### config.mk
export PLATFORM = sky130hd
export DESIGN_NAME = rv_fetch_unit
export DESIGN_NICKNAME = d
export VERILOG_FILES = /design/src/rtl/rv_fetch_pkg.sv /design/src/rtl/rv_fetch_fifo.sv /design/src/rtl/rv_fetch_unit.sv
export SDC_FILE = /design/constraint.sdc
export NUM_CORES = 1
export LEC_CHECK = 0
export ABC_AREA = 0
export CELL_PAD_IN_SITES_DETAIL_PLACEMENT = 1
export CELL_PAD_IN_SITES_GLOBAL_PLACEMENT = 1
export CORE_ASPECT_RATIO = 0.6
export CORE_UTILIZATION = 31
export DETAILED_ROUTE_END_ITERATION = 16
export PLACE_DENSITY_LB_ADDON = 0.3
export SYNTH_ARGS = -nofsm -noshare
export SYNTH_HDL_FRONTEND = slang
export SYNTH_SLANG_ARGS = --single-unit
### constraint.sdc
create_clock -name clk -period 9.7 [get_ports clk]
set_clock_uncertainty 0.1 [all_clocks]
set_input_delay 0.97 -clock clk [delete_from_list [all_inputs] [get_ports clk]]
set_output_delay 0.97 -clock clk [all_outputs]
set_load 0.005 [all_outputs]
### src/rtl/rv_fetch_pkg.sv
// rv_fetch_pkg: shared fetch-stage constants
package rv_fetch_pkg;
  localparam int FETCH_DATA_WIDTH = 32;
  localparam int FETCH_ROM_DEPTH = 256;
  localparam int FETCH_DEPTH = 2;
  localparam logic [31:0] FETCH_RESET_PC = 32'h0000_0000;
  localparam logic [31:0] INSTR_NOP = 32'h0000_0013;
endpackage

### src/rtl/rv_fetch_fifo.sv
// rv_fetch_fifo: generic synchronous FIFO with flush, head output holds last value when empty
module rv_fetch_fifo #(
  parameter int WIDTH = 64,
  parameter int DEPTH = 2
) (
  input  logic             clk,
  input  logic             rst,
  input  logic             push_i,
  input  logic             pop_i,
  input  logic             flush_i,
  input  logic [WIDTH-1:0] din_i,
  output logic [WIDTH-1:0] dout_o,
  output logic             full_o,
  output logic             empty_o
);
  localparam int PW = $clog2(DEPTH);
  localparam int CW = PW + 1;
  logic [WIDTH-1:0] mem_q [DEPTH];
  logic [WIDTH-1:0] mem_d [DEPTH];
  logic [WIDTH-1:0] last_q, last_d;
  logic [PW-1:0] wr_q, wr_d, rd_q, rd_d;
  logic [CW-1:0] cnt_q, cnt_d;
  logic do_push, do_pop;
  assign full_o = cnt_q == CW'(DEPTH);
  assign empty_o = cnt_q == '0;
  assign do_push = push_i & (~full_o | pop_i);
  assign do_pop = pop_i & ~empty_o;
  assign dout_o = empty_o ? last_q : mem_q[rd_q];
  // pointer/count/storage update; flush discards everything in flight
  always_comb begin
    mem_d = mem_q;
    if (do_push & ~flush_i) mem_d[wr_q] = din_i;
    wr_d = flush_i ? '0 : wr_q + PW'(do_push);
    rd_d = flush_i ? '0 : rd_q + PW'(do_pop);
    cnt_d = flush_i ? '0 : cnt_q + CW'(do_push) - CW'(do_pop);
    last_d = dout_o;
  end
  // state registers
  always_ff @(posedge clk or posedge rst) begin
    if (rst) begin
      for (int i = 0; i < DEPTH; i++) mem_q[i] <= '0;
      wr_q <= '0;
      rd_q <= '0;
      cnt_q <= '0;
      last_q <= '0;
    end else begin
      mem_q <= mem_d;
      wr_q <= wr_d;
      rd_q <= rd_d;
      cnt_q <= cnt_d;
      last_q <= last_d;
    end
  end
endmodule

### src/rtl/rv_fetch_unit.sv
// rv_fetch_unit: PC owner and fetch buffer feeding decode over valid/ready
module rv_fetch_unit
  import rv_fetch_pkg::*;
#(
  parameter int DATA_WIDTH = FETCH_DATA_WIDTH,
  parameter int ROM_DEPTH = FETCH_ROM_DEPTH,
  parameter int FIFO_DEPTH = FETCH_DEPTH,
  parameter logic [DATA_WIDTH-1:0] RESET_PC = FETCH_RESET_PC,
  localparam int AW = $clog2(ROM_DEPTH)
) (
  input  logic                  clk,
  input  logic                  rst,
  output logic [AW-1:0]         instr_addr_o,
  input  logic [DATA_WIDTH-1:0] instr_i,
  input  logic                  halt_i,
  input  logic                  redirect_i,
  input  logic [DATA_WIDTH-1:0] redirect_pc_i,
  output logic                  if_valid_o,
  input  logic                  if_ready_i,
  output logic [DATA_WIDTH-1:0] if_instr_o,
  output logic [DATA_WIDTH-1:0] if_pc_o,
  output logic                  fetch_busy_o
);
  logic [DATA_WIDTH-1:0] pc_q, pc_d;
  logic [2*DATA_WIDTH-1:0] head;
  logic full, empty, pop, push;
  assign instr_addr_o = pc_q[AW+1:2];
  assign if_valid_o = ~empty;
  assign pop = if_valid_o & if_ready_i;
  assign push = ~halt_i & ~redirect_i & (~full | pop);
  assign fetch_busy_o = ~empty | ~halt_i;
  assign {if_pc_o, if_instr_o} = head;
  // redirect wins; otherwise advance one word per accepted fetch
  always_comb pc_d = redirect_i ? (redirect_pc_i & ~DATA_WIDTH'(3)) : push ? pc_q + DATA_WIDTH'(4) : pc_q;
  // program counter
  always_ff @(posedge clk or posedge rst) begin
    if (rst) pc_q <= RESET_PC;
    else pc_q <= pc_d;
  end
  rv_fetch_fifo #(.WIDTH(2*DATA_WIDTH), .DEPTH(FIFO_DEPTH)) u_fifo (
    .clk(clk),
    .rst(rst),
    .push_i(push),
    .pop_i(pop & ~redirect_i),
    .flush_i(redirect_i),
    .din_i({pc_q, instr_i}),
    .dout_o(head),
    .full_o(full),
    .empty_o(empty)
  );
endmodule

# Word-level counts from Yosys, hierarchy flattened
# Index checks and enable logic that the tools add are counted.
# W data, S select, Z words.
dict set report classes {
  n_addsub 5
  n_lt_le_gt_ge 3
  n_eq_ne 1
  muxes 12
  bitwise_logic 16
  reduce_logical 3
}
# cell n
set ops {}
lappend ops {{$mux W64} 5}
lappend ops {{$bwmux W128} 1}
lappend ops {{$demux W64 S1} 1}
lappend ops {{$mux W32} 2}
lappend ops {{$add A32 B3 Y32 const B} 1}
lappend ops {{$and A1 B1 Y1} 7}
lappend ops {{$ge A2 B2 Y1 const B} 2}
lappend ops {{$not A1 Y1} 4}
lappend ops {{$not A1 Y2} 2}
lappend ops {{$or A1 B1 Y1} 3}
lappend ops {{$add A1 B1 Y1} 2}
lappend ops {{$add A2 B1 Y2} 1}
lappend ops {{$eq A2 B2 Y1 const B} 1}
lappend ops {{$logic_not A2 Y1} 1}
lappend ops {{$lt A2 B1 Y1 const B} 1}
lappend ops {{$mux W1} 2}
lappend ops {{$mux W2} 1}
lappend ops {{$reduce_bool A2 Y1} 1}
lappend ops {{$sub A2 B1 Y2} 1}
lappend ops {{$logic_and A1 B1 Y1} 1}
dict set report totals {
  reg_bits 228
  out_inout_bits 74
  elab_cells 47
}

# Logic depth before layout (Yosys ltp)
# Gate-level depths: netlist of the first run.
dict set report logic_depth {
  word_depth 9
  depth_mapped 10
  mapped_depth_nobuf 9
}

# Modules after synthesis
# Synthesis of the first run repeated with hierarchy kept, for this count alone.
dict set report unflattened {
  hier_cells 811
  hier_area_um2 10133.5
}
# module n_inst cells_per_inst area_each_um2 seq_area_each_um2
set modules_own_cells {}
lappend modules_own_cells {rv_fetch_fifo 1 573 8125.3 4904.7}
lappend modules_own_cells {rv_fetch_unit 1 238 2008.2 750.7}

# Worst setup path after synthesis of the first run
# Ideal clock, no wire load.
dict set report synth_timing {
  path_kind {input to register}
  startpoint {input port halt_i}
  endpoint {register pc_q[23]}
  setup_ps 82
  arrival_ps 2582
  slack_ps 6937
  cell_stages 7
  path_buffers 3
  cell_sequence {buf_6 nand3b_1 or4_1 buf_2 buf_6 or4_1 a31oi_1}
}
dict set report synth_via {
  elab_chain_len 4
}
# item line
set synth_lines {}
lappend synth_lines {{start, declared} rv_fetch_unit.sv:15} ;# input logic halt_i,
lappend synth_lines {{$not A1 Y1} rv_fetch_unit.sv:30} ;# assign push = ~halt_i & ~redirect_i & (~full | pop);
lappend synth_lines {{$and A1 B1 Y1 (2 in a row)} rv_fetch_unit.sv:30}
lappend synth_lines {{$reduce_bool A2 Y1 (no source line)} n/a}
lappend synth_lines {{end signal, assigned} rv_fetch_unit.sv:38} ;# else pc_q <= pc_d;
lappend synth_lines {{end, declared} rv_fetch_unit.sv:24} ;# logic [DATA_WIDTH-1:0] pc_q, pc_d;
# Every way passes these cells.
# A chain may end at the register's enable or synchronous reset.

# Worst setup path in the final report of the first run
dict set report layout_timing {
  startpoint {register u_fifo.cnt_q[0]}
  endpoint {output port if_instr_o[2]}
}
dict set report layout_via {
  elab_chain_len 2
}
# item line
set layout_lines {}
lappend layout_lines {{start, declared} rv_fetch_fifo.sv:22} ;# logic [CW-1:0] cnt_q, cnt_d;
lappend layout_lines {{start signal, assigned} rv_fetch_fifo.sv:50} ;# cnt_q <= cnt_d;
lappend layout_lines {{$logic_not A2 Y1} rv_fetch_fifo.sv:25} ;# assign empty_o = cnt_q == '0;
lappend layout_lines {{$mux W64} rv_fetch_fifo.sv:28} ;# assign dout_o = empty_o ? last_q : mem_q[rd_q];
lappend layout_lines {{end, declared} rv_fetch_unit.sv:20} ;# output logic [DATA_WIDTH-1:0] if_instr_o,
# Every way passes these cells.

==> results of run 1 <==
-- logic make-up (layout without fill, tap and decap cells) --
group,after synthesis,in the layout,share of synthesized area
adder cells (fa/ha/maj),3,3,0.003935
XOR/XNOR,12,12,0.01102
AO/OA/AOI/OAI,111,111,0.06611
AND/OR/NAND/NOR,180,180,0.09273
flip-flops,222,222,0.5824
buffers and inverters,63,198,0.03135
multiplexers,187,187,0.2125
-- path summary, 6_finish.rpt --
path | endpoint | slack, ns
worst max register to register | u_fifo.cnt_q[0] | 6.54
worst min register to register | u_fifo.last_q[32] | 0.39
min in group asynchronous | u_fifo.last_q[32] | 0.84
worst max-delay path | if_instr_o[2] | 5.33
worst min-delay path | u_fifo.last_q[32] | 0.39
max in group asynchronous | pc_q[8] | 6.46
-- worst reg2reg max path: stages, from the launching register on --
cell and delay [ns]:
dfrtp_1 0.44, nor2_4 0.56, buf_4 0.82, inv_1 0.19, nand2_1 0.16, nor2_1 0.06, ha_1 0.29, inv_1 0.04
ha_1 0.26, nor2b_1 0.13
-- cell usage after synthesis (all sizes together), types with 4 or more instances --
cell type,count,area [sq um]
a31oi,16,100.1
o21ai,74,370.4
mux2i,63,630.6
nor2,24,90.09
clkbuf,26,97.59
nand4,8,56.30
nand3,15,75.07
mux2,124,1396
or4,22,166.4
inv,8,30.03
nand2,87,326.6
and2,4,25.02
buf,28,167.7
xor2,6,52.55
xnor2,6,52.55
o211ai,4,30.03
o31ai,14,105.1
dfrtp,222,5555
-- area by class of cell --
| class | count | area, sq um | area share |
|---|---|---|---|
| inverters | 9 | 41.29 | 0.003401 |
| clock inverters | 11 | 183.9 | 0.01515 |
| well taps | 408 | 510.5 | 0.04205 |
| multi-input cells | 493 | 3707 | 0.3054 |
| repair buffers | 146 | 1446 | 0.1191 |
| flip-flops and latches | 222 | 5559 | 0.4579 |
| clock buffers | 32 | 691.9 | 0.05699 |
-- flip-flops by register name, indices dropped and copies added (netlist names) --
name           count
u_fifo.wr_q        1
u_fifo.mem_q     124
u_fifo.cnt_q       2
u_fifo.last_q     64
pc_q              30
u_fifo.rd_q        1
-- power groups by stage --
stage,Combinational (mW),Sequential (mW),Clock [mW]
floorplan,0.533,1.37,0
global placement,0.964,1.42,0
detailed placement,0.984,1.43,0
CTS,0.991,1.42,1.05
global route,1.08,1.46,1.09
finish,0.966,1.41,1.02
-- metrics by stage --
step / instances / area (sq um) / util / setup WS, ns / power [mW]
floorplan: 778 / 9539 / - / 2.552 / 1.899
detailed placement: 1278 / 11260 / 0.3742 / 5.425 / 2.416
global placement: 1278 / 11260 / 0.3742 / 5.481 / 2.379
CTS: 1321 / 12140 / 0.4033 / 5.216 / 3.460
finish: 1321 / 12140 / 0.4033 / 5.333 / 3.394
global route: 1321 / 12140 / 0.4033 / 4.971 / 3.626
-- per-layer routing --
metal  global-route usage  routed length, microns  vias up
li1                     -                       -     3005
met1               0.2252                   12150     3238
met2               0.2378                   10410      105
met3              0.03331                    1074       26
met4              0.03132                     408        0
met5                    0                       0        -
==> out/qor_table.md, run 1 <==
| Item | Value | Unit |
| --- | --- | --- |
| Final Critical Period | 4.367 | ns |
| Detail-routed net length per standard cell | 18.20 | microns |
| Fraction of power spent switching nets | 0.2813 | - |
| Category of the worst setup path capture point | output pin | - |
| Post-synthesis area per instance | 12.26 | sq um |
| Library cell used as clock root buffer | clkbuf_16 | - |
| Max FO, Critical Path | 97 | - |
| Register-to-Register Path Depth | 9 | - |
| Total detailed-routing wirelength | 24040 | microns |
| Critical path's top delay family | buffers and inverters | - |
| Startpoint of the worst hold path | u_fifo.last_q[32] | - |
| Max-cap check violation count | 0 | - |
| Number of synthesis warnings | 0 | - |
| Arrival time at the worst endpoint | 3.30 | ns |
| Length of the first detailed-routing pass in iterations | 4 | - |
| I/O pin count | 143 | - |
| Layout fillers | 3200 | - |
| Power per Cell Area | 279.6 | nW/um^2 |
| Hold Buf Count CTS | 0 | - |
| Worst setup path start | u_fifo.cnt_q[0] | - |
| Fin. max-slew vios | 0 | - |
| Proportion of synthesized flip-flops having asynchronous set or reset | 1.000 | - |
| Proportion of power drawn by flip-flops and latches | 0.416 | - |
| Number of storage elements in the synthesis netlist | 222 | - |
| TritonCTS clock tree | yes | - |
| Unrepaired setup endpoints after global routing | false | - |
| Clock network fraction of total power | 0.299 | - |
| Share of the cycle needed by the critical path after routing | 0.4502 | - |
| Count of nets left with antenna violations after detail routing | 0 | - |
| Placeable core region | 30100 | sq um |
| Number of global-route vias before repair | 6791 | - |
| Internal power | 2.440 | mW |
| Fraction of final layout cells with drive strength greater than 1 | 0.1993 | - |
| Proportion of power drawn by combinational gates | 0.285 | - |
| Leak pwr | 4.928 | nW |
| Cells along the critical path | nor2_4 > buf_4 > o21ai_0 > clkdlybuf4s50_1 | - |
| Max stage delay on crit path | 0.82 | ns |
| Detailed-placement wirelength estimate | 15390 | microns |
| Die boundary width | 228.5 | microns |
| Upper clock frequency limit | 229.0 | MHz |
| Register area share after synthesis | 0.5824 | - |
| Cell area after technology mapping | 9539 | sq um |
| Initial Util | 0.3169 | - |
| Htree depth | 1 | - |
| Routability cong. | 0.7102 | - |
| Wire length of the first global-routing pass | 38760 | microns |
| Max Root-Sink Buffers | 3 | - |
| Number of antenna violations at the first check in global routing | 0 | - |
| Setup CP Type | flop to output pin | - |
| Net load switching power | 0.9548 | mW |
| Final hold violation count | 0 | - |
| Reg2Reg Launch Point | u_fifo.cnt_q[0] | - |
| Slowest-stage cell, CP | buf_4 | - |
| Total global-route track usage | 0.1551 | - |
| Type of origin of the critical path | flop | - |
| Max IR drop VDD | 0.0001247 | V |
| IO Port Bufs | 140 | - |
| Most common cell after layout, fill and taps aside | dfrtp_1 | - |
| EDFF count, synth | 0 | - |
| Pin slew with the least headroom to its limit | 1.134 | ns |
| Final TNS setup | 0 | ns |
| Maximum number of pins on one net before global-route repair | 103 | - |
| Number of antenna diodes | 0 | - |
| Number of design-rule violations left by the first detailed-router iteration | 269 | - |
| CTS sink cnt | 222 | - |
| Kind of path behind the tightest hold check | flop to flop | - |
| Post-CTS Setup Bufs | 0 | - |
| Count of cells resized by post-cts repair | 0 | - |
| Worst hold path cell count | 1 | - |
| Y dimension of the die | 137.9 | microns |
| Commonest cells after routing, fill and taps aside | 221 x dfrtp_1, 140 x clkdlybuf4s50_1, 124 x mux2_2 | - |
| Hold Slack | 0.3860 | ns |
| Instance count on the critical path | 4 | - |
| Most instantiated flip-flop cell in the synthesis netlist | dfrtp_1 | - |
| Post-detailed-route via-to-cell ratio | 4.825 | - |
| Clock Latency Late Sink | 0.52 | ns |
| Endpoints failing setup | 0 | - |
| Area Overhead vs Synth | 27.27 | % |
| Worst slew slack as a fraction of its limit | 0.2371 | - |
| Net count of the mapped netlist | 850 | - |
| TritonCTS Buffers | 24 | - |
| Data required time at the worst endpoint | 8.63 | ns |
| Cell row count | 49 | - |
| Net count, final | 968 | - |
| Gr ovfl total | 0 | - |
| Total number of vias | 6374 | - |
| Status | complete, no violations | - |
| WP buf/inv | 2 | - |
| Number of remaining DRC errors | 0 | - |
| Synthesized instance count | 778 | - |
| CTS clk-pin slew, worst paths | 0.06 | ns |
| Die area | 31500 | sq um |
| Distinct cell type count of the synthesized netlist | 41 | - |
Power figures use the tool's default switching activity.
==> run 2: changes to the inputs <==
Clock period 9.7 ns to 4.1 ns, I/O delays scaled along.
==> out/qor_table.md, run 2 (synthesized netlist as in run 1, its figures left out) <==
| Item | Value | Unit |
| --- | --- | --- |
| Leak pwr | 4.957 | nW |
| CTS clk-pin slew, worst paths | 0.06 | ns |
| Count of cells resized by post-cts repair | 0 | - |
| Gr ovfl total | 0 | - |
| Final Critical Period | 3.374 | ns |
| Area Overhead vs Synth | 28.14 | % |
| Total detailed-routing wirelength | 23950 | microns |
| Kind of path behind the tightest hold check | input port to asynchronous set/reset pin | - |
| Area of the multi-input gates | 3707 | sq um |
| Final hold violation count | 0 | - |
| Unrepaired setup endpoints after global routing | false | - |
| Most common cell after layout, fill and taps aside | dfrtp_1 | - |
| Maximum number of pins on one net before global-route repair | 98 | - |
| Post-layout utilization of the core | 0.4060 | - |
| Upper clock frequency limit | 296.4 | MHz |
| Number of design-rule violations left by the first detailed-router iteration | 257 | - |
| Post-detailed-route via-to-cell ratio | 4.842 | - |
| Max FO, Critical Path | 70 | - |
| Flip-flop and latch area | 5559 | sq um |
| Setup slack of the worst register-to-register path | 1.45 | ns |
| Wire length of the first global-routing pass | 38410 | microns |
| Die area | 31500 | sq um |
| Status | complete, no violations | - |
| Power per Cell Area | 650.5 | nW/um^2 |
| Layout fillers | 3200 | - |
| IO Port Bufs | 140 | - |
| Category of the worst setup path capture point | output pin | - |
| Initial Util | 0.3169 | - |
| Final TNS setup | 0 | ns |
| TritonCTS clock tree | yes | - |
| Type of origin of the critical path | flop | - |
| I/O pin count | 143 | - |
| Largest regs | u_fifo.mem_q (124), u_fifo.last_q (64), pc_q (30) | - |
| Length of the first detailed-routing pass in iterations | 4 | - |
| Fin. max-slew vios | 0 | - |
| Htree depth | 1 | - |
| Register-to-Register Path Depth | 5 | - |
| Net count, final | 973 | - |
| Max IR drop VDD | 0.0002667 | V |
| Number of remaining DRC errors | 0 | - |
| Cell row count | 49 | - |
| Arrival time at the worst endpoint | 2.86 | ns |
| Y dimension of the die | 137.9 | microns |
| TritonCTS Buffers | 24 | - |
| Reg2Reg Launch Point | pc_q[2] | - |
| Max-cap check violation count | 0 | - |
| CTS sink cnt | 222 | - |
| Routability cong. | 0.7326 | - |
| Die boundary width | 228.5 | microns |
| Total global-route track usage | 0.1550 | - |
| Placeable core region | 30100 | sq um |
| Setup CP Type | flop to output pin | - |
| Post-CTS Setup Bufs | 0 | - |
| Largest register FFs | 124 | - |
| Library cell used as clock root buffer | clkbuf_16 | - |
| Data required time at the worst endpoint | 3.59 | ns |
| Final setup slack of the worst path | 0.7264 | ns |
| Number of global-route vias before repair | 6617 | - |
| Clock Latency Late Sink | 0.52 | ns |
| Commonest cells after routing, fill and taps aside | 221 x dfrtp_1, 140 x clkdlybuf4s50_1, 124 x mux2_2 | - |
| Worst slew slack as a fraction of its limit | 0.1896 | - |
| Minimum setup slack after placement | 1.015 | ns |
| Pin slew with the least headroom to its limit | 1.205 | ns |
| Number of antenna violations at the first check in global routing | 0 | - |
| Worst reg2reg path endpoint | pc_q[28] | - |
| Detailed-placement wirelength estimate | 16090 | microns |
| Most flops, register | u_fifo.mem_q | - |
| Overall power of the completed layout | 7.951 | mW |
| Share of the cycle needed by the critical path after routing | 0.8228 | - |
| Total number of vias | 6430 | - |
| Hold Buf Count CTS | 0 | - |
| Count of nets left with antenna violations after detail routing | 0 | - |
| Endpoints failing setup | 0 | - |
| Fraction of final layout cells with drive strength greater than 1 | 0.2035 | - |
| Max Root-Sink Buffers | 3 | - |
| Detail-routed net length per standard cell | 18.04 | microns |
run 2: worst max-delay path, cell delays in order (launching register included):
cell and delay (ns):
dfrtp_1 0.44, nor2_4 0.66, buf_12 0.34, nand2_1 0.08, o21ai_0 0.16, clkdlybuf4s50_1 0.59
run 2: worst max path at each step:
stage	from	endpoint	slack (ns)	cells after the start
detailed placement	halt_i	u_fifo.mem_q[121]	1.02	5
global placement	halt_i	u_fifo.mem_q[70]	1.05	5
CTS	u_fifo.cnt_q[0]	if_instr_o[27]	0.65	5
finish	u_fifo.cnt_q[0]	if_instr_o[27]	0.73	5
floorplan	rst	pc_q[10]	0.69	1
global route	u_fifo.cnt_q[0]	if_instr_o[27]	0.46	5
run 2: power by group:
part	internal, mW	total [mW]	leakage [nW]	switching, mW
Sequential	2.95	3.34	2.67	0.388
Combinational	1.35	2.33	1.88	0.982
Clock	1.37	2.28	0.416	0.908
run 2: area by class of cell:
class / count / area share
Antenna cell: 1 / 0.0002047
Tap cell: 408 / 0.04176
Clock buffer: 36 / 0.06029
Multi-Input combinational cell: 493 / 0.3033
Inverter: 9 / 0.003071
Sequential cell: 222 / 0.4548
Clock inverter: 8 / 0.007984
Timing Repair Buffer: 151 / 0.1286
run 2: metal layers:
layer  wire length [microns]  global-route usage
met1                   12280              0.2334
met3                    1003             0.03413
met5                       0                   0
met2                   10200              0.2254
met4                     465             0.03318
run 2: metrics by stage:
| step | hold slack [ns] | cell area, sq um | cells |
|---|---|---|---|
| 2_1_floorplan | 0.3726 | 9543 | 778 |
| 5_1_grt | 0.3747 | 12220 | 1327 |
| 4_1_cts | 0.3309 | 12220 | 1327 |
| 3_5_place_dp | 0.3739 | 11390 | 1283 |
| 6_report | 0.3040 | 12220 | 1328 |
| 3_3_place_gp | 0.3650 | 11390 | 1283 |
==> run 3: changes to the inputs <==
Clock period 4.1 ns to 2.7 ns, I/O delays scaled along.
==> out/qor_table.md, run 3 (synthesized netlist as in run 1, its figures left out) <==
| Item | Value | Unit |
| --- | --- | --- |
| Status | complete, no violations | - |
| Max-cap check violation count | 0 | - |
| Die boundary width | 228.5 | microns |
| Net count, final | 1018 | - |
| Y dimension of the die | 137.9 | microns |
| Max FO, Critical Path | 22 | - |
| Wire length of the first global-routing pass | 39630 | microns |
| Unrepaired setup endpoints after global routing | true | - |
| Category of the worst setup path capture point | output pin | - |
| CTS sink cnt | 222 | - |
| Final Critical Period | 2.648 | ns |
| Largest regs | u_fifo.mem_q (124), u_fifo.last_q (64), pc_q (30) | - |
| CTS clk-pin slew, worst paths | 0.07 | ns |
| Slowest-stage cell, CP | clkdlybuf4s50_1 | - |
| Internal power | 8.743 | mW |
| Die area | 31500 | sq um |
| Max IR drop VDD | 0.0004909 | V |
| Largest register FFs | 124 | - |
| Setup slack of the worst register-to-register path | 0.29 | ns |
| Cells along the critical path | nor2_4 > buf_12 > nand2_1 > o21ai_1 > clkdlybuf4s50_1 | - |
| Endpoints failing setup | 0 | - |
| Total number of vias | 6726 | - |
| Clock Latency Late Sink | 0.52 | ns |
| Detailed-placement wirelength estimate | 17050 | microns |
| Share of the cycle needed by the critical path after routing | 0.9809 | - |
| Number of design-rule violations left by the first detailed-router iteration | 325 | - |
| Worst setup path start | u_fifo.cnt_q[0] | - |
| Type of origin of the critical path | flop | - |
| Pin slew with the least headroom to its limit | 0.5385 | ns |
| Fraction of power spent switching nets | 0.2923 | - |
| Maximum number of pins on one net before global-route repair | 59 | - |
| Gr ovfl total | 0 | - |
| Kind of path behind the tightest hold check | input port to asynchronous set/reset pin | - |
| Library cell used as clock root buffer | clkbuf_16 | - |
| Register-to-Register Path Depth | 4 | - |
| Worst reg2reg path endpoint | pc_q[27] | - |
| Area Overhead vs Synth | 35.13 | % |
| WP buf/inv | 2 | - |
| Post-detailed-route via-to-cell ratio | 4.902 | - |
| Data required time at the worst endpoint | 2.33 | ns |
| Proportion of power drawn by flip-flops and latches | 0.406 | - |
| Total detailed-routing wirelength | 26060 | microns |
| Critical path's top delay family | buffers and inverters | - |
| Count of nets left with antenna violations after detail routing | 0 | - |
| Worst slew slack as a fraction of its limit | 0.6403 | - |
| Length of the first detailed-routing pass in iterations | 4 | - |
| Hold Buf Count CTS | 0 | - |
| Net load switching power | 3.611 | mW |
| Commonest cells after routing, fill and taps aside | 220 x dfrtp_1, 124 x mux2_2, 86 x nand2_1 | - |
| IO Port Bufs | 140 | - |
| Number of antenna diodes | 0 | - |
| Final hold violation count | 0 | - |
| Fraction of final layout cells with drive strength greater than 1 | 0.2469 | - |
| Clock network fraction of total power | 0.281 | - |
| Leak pwr | 5.943 | nW |
| TritonCTS Buffers | 24 | - |
| Power per Cell Area | 958.4 | nW/um^2 |
| TritonCTS clock tree | yes | - |
| Routability cong. | 0.7509 | - |
| Most common cell after layout, fill and taps aside | dfrtp_1 | - |
| Initial Util | 0.3169 | - |
| Max stage delay on crit path | 0.55 | ns |
| Total global-route track usage | 0.1602 | - |
| Placeable core region | 30100 | sq um |
| Arrival time at the worst endpoint | 2.28 | ns |
| Number of antenna violations at the first check in global routing | 0 | - |
| Reg2Reg Launch Point | pc_q[16] | - |
| Total cell area at the placement stage | 11740 | sq um |
| Fin. max-slew vios | 0 | - |
| Final TNS setup | 0 | ns |
| I/O pin count | 143 | - |
| Number of global-route vias before repair | 6879 | - |
| Number of remaining DRC errors | 0 | - |
| Cell row count | 49 | - |
| Detail-routed net length per standard cell | 19.00 | microns |
| Overall power of the completed layout | 12.35 | mW |
| Htree depth | 1 | - |
| Upper clock frequency limit | 377.6 | MHz |
| Most flops, register | u_fifo.mem_q | - |
| Max Root-Sink Buffers | 3 | - |
| Proportion of power drawn by combinational gates | 0.313 | - |
| Finished Cell Area | 12890 | sq um |
| Setup CP Type | flop to output pin | - |
-- run 3: cell count changes in the layout (fill, tap and decap cells not counted), sizes merged --
cell	before	now
buf	11	52
diode	1	0
clkdlybuf4s50	140	85
dlymetal6s2s	0	55
clkinv	6	7
clkbuf	36	39
-- run 3: power groups by stage --
stage                     registers [mW]  logic, mW  clock network [mW]
after global placement              5.02       3.72                   0
after CTS                           5.02       3.85                3.57
final                               5.02       3.87                3.47
after global routing                5.16       4.31                3.69
after floorplan                     4.91       1.91                   0
after detailed placement            5.08       3.80                   0
-- run 3: layout make-up --
cell class / count / area, sq um
Clock buffer: 35 / 733.2
Timing Repair Buffer: 196 / 2228
Clock inverter: 9 / 98.84
Inverter: 9 / 37.54
Fill cell: 3175 / 17210
Tap cell: 408 / 510.5
Sequential cell: 222 / 5560
Multi-Input combinational cell: 493 / 3721
-- run 3: how the worst max path moves through the flow --
stage	endpoint	slack [ns]	depth (start not counted)
4_1_cts	if_instr_o[29]	0.002	4
3_3_place_gp	u_fifo.mem_q[7]	0.20	7
6_report	if_instr_o[29]	0.05	5
5_1_grt	if_instr_o[29]	-0.09	5
3_5_place_dp	u_fifo.mem_q[5]	0.15	7
2_1_floorplan	pc_q[10]	-0.57	1
-- run 3: timing repair --
item | in CTS | in global routing
resized for setup | 3 | 79
cloned | 0 | 4
hold endpoints to repair | 0 | 0
pin swaps | 1 | 1
endpoints found under the setup margin | 19 | 62
setup buffers | 1 | 6
-- run 3: stage by stage --
step / hold slack (ns) / instances / util / setup WS (ns)
2_1_floorplan: 0.2899 / 778 / - / -0.5661
3_3_place_gp: 0.3653 / 1317 / 0.3900 / 0.1984
3_5_place_dp: 0.3823 / 1317 / 0.3900 / 0.1535
4_1_cts: 0.04346 / 1362 / 0.4182 / 0.002374
5_1_grt: 0.06249 / 1372 / 0.4282 / -0.09361
6_report: 0.05221 / 1372 / 0.4282 / 0.05170
-- run 3: worst reg2reg max path, stage by stage, from the launching register on --
cell	delay, ns
dfrtp_1	0.52
nand4_2	0.20
or4_1	0.78
or4_1	0.55
a31oi_1	0.17
-- run 3: layer usage --
metal,vias up,part of all wire,track usage
met5,-,0,0
met4,0,0.015,0.03244
met3,29,0.052,0.03495
met2,130,0.43,0.2400
met1,3453,0.51,0.2366
li1,3114,-,-
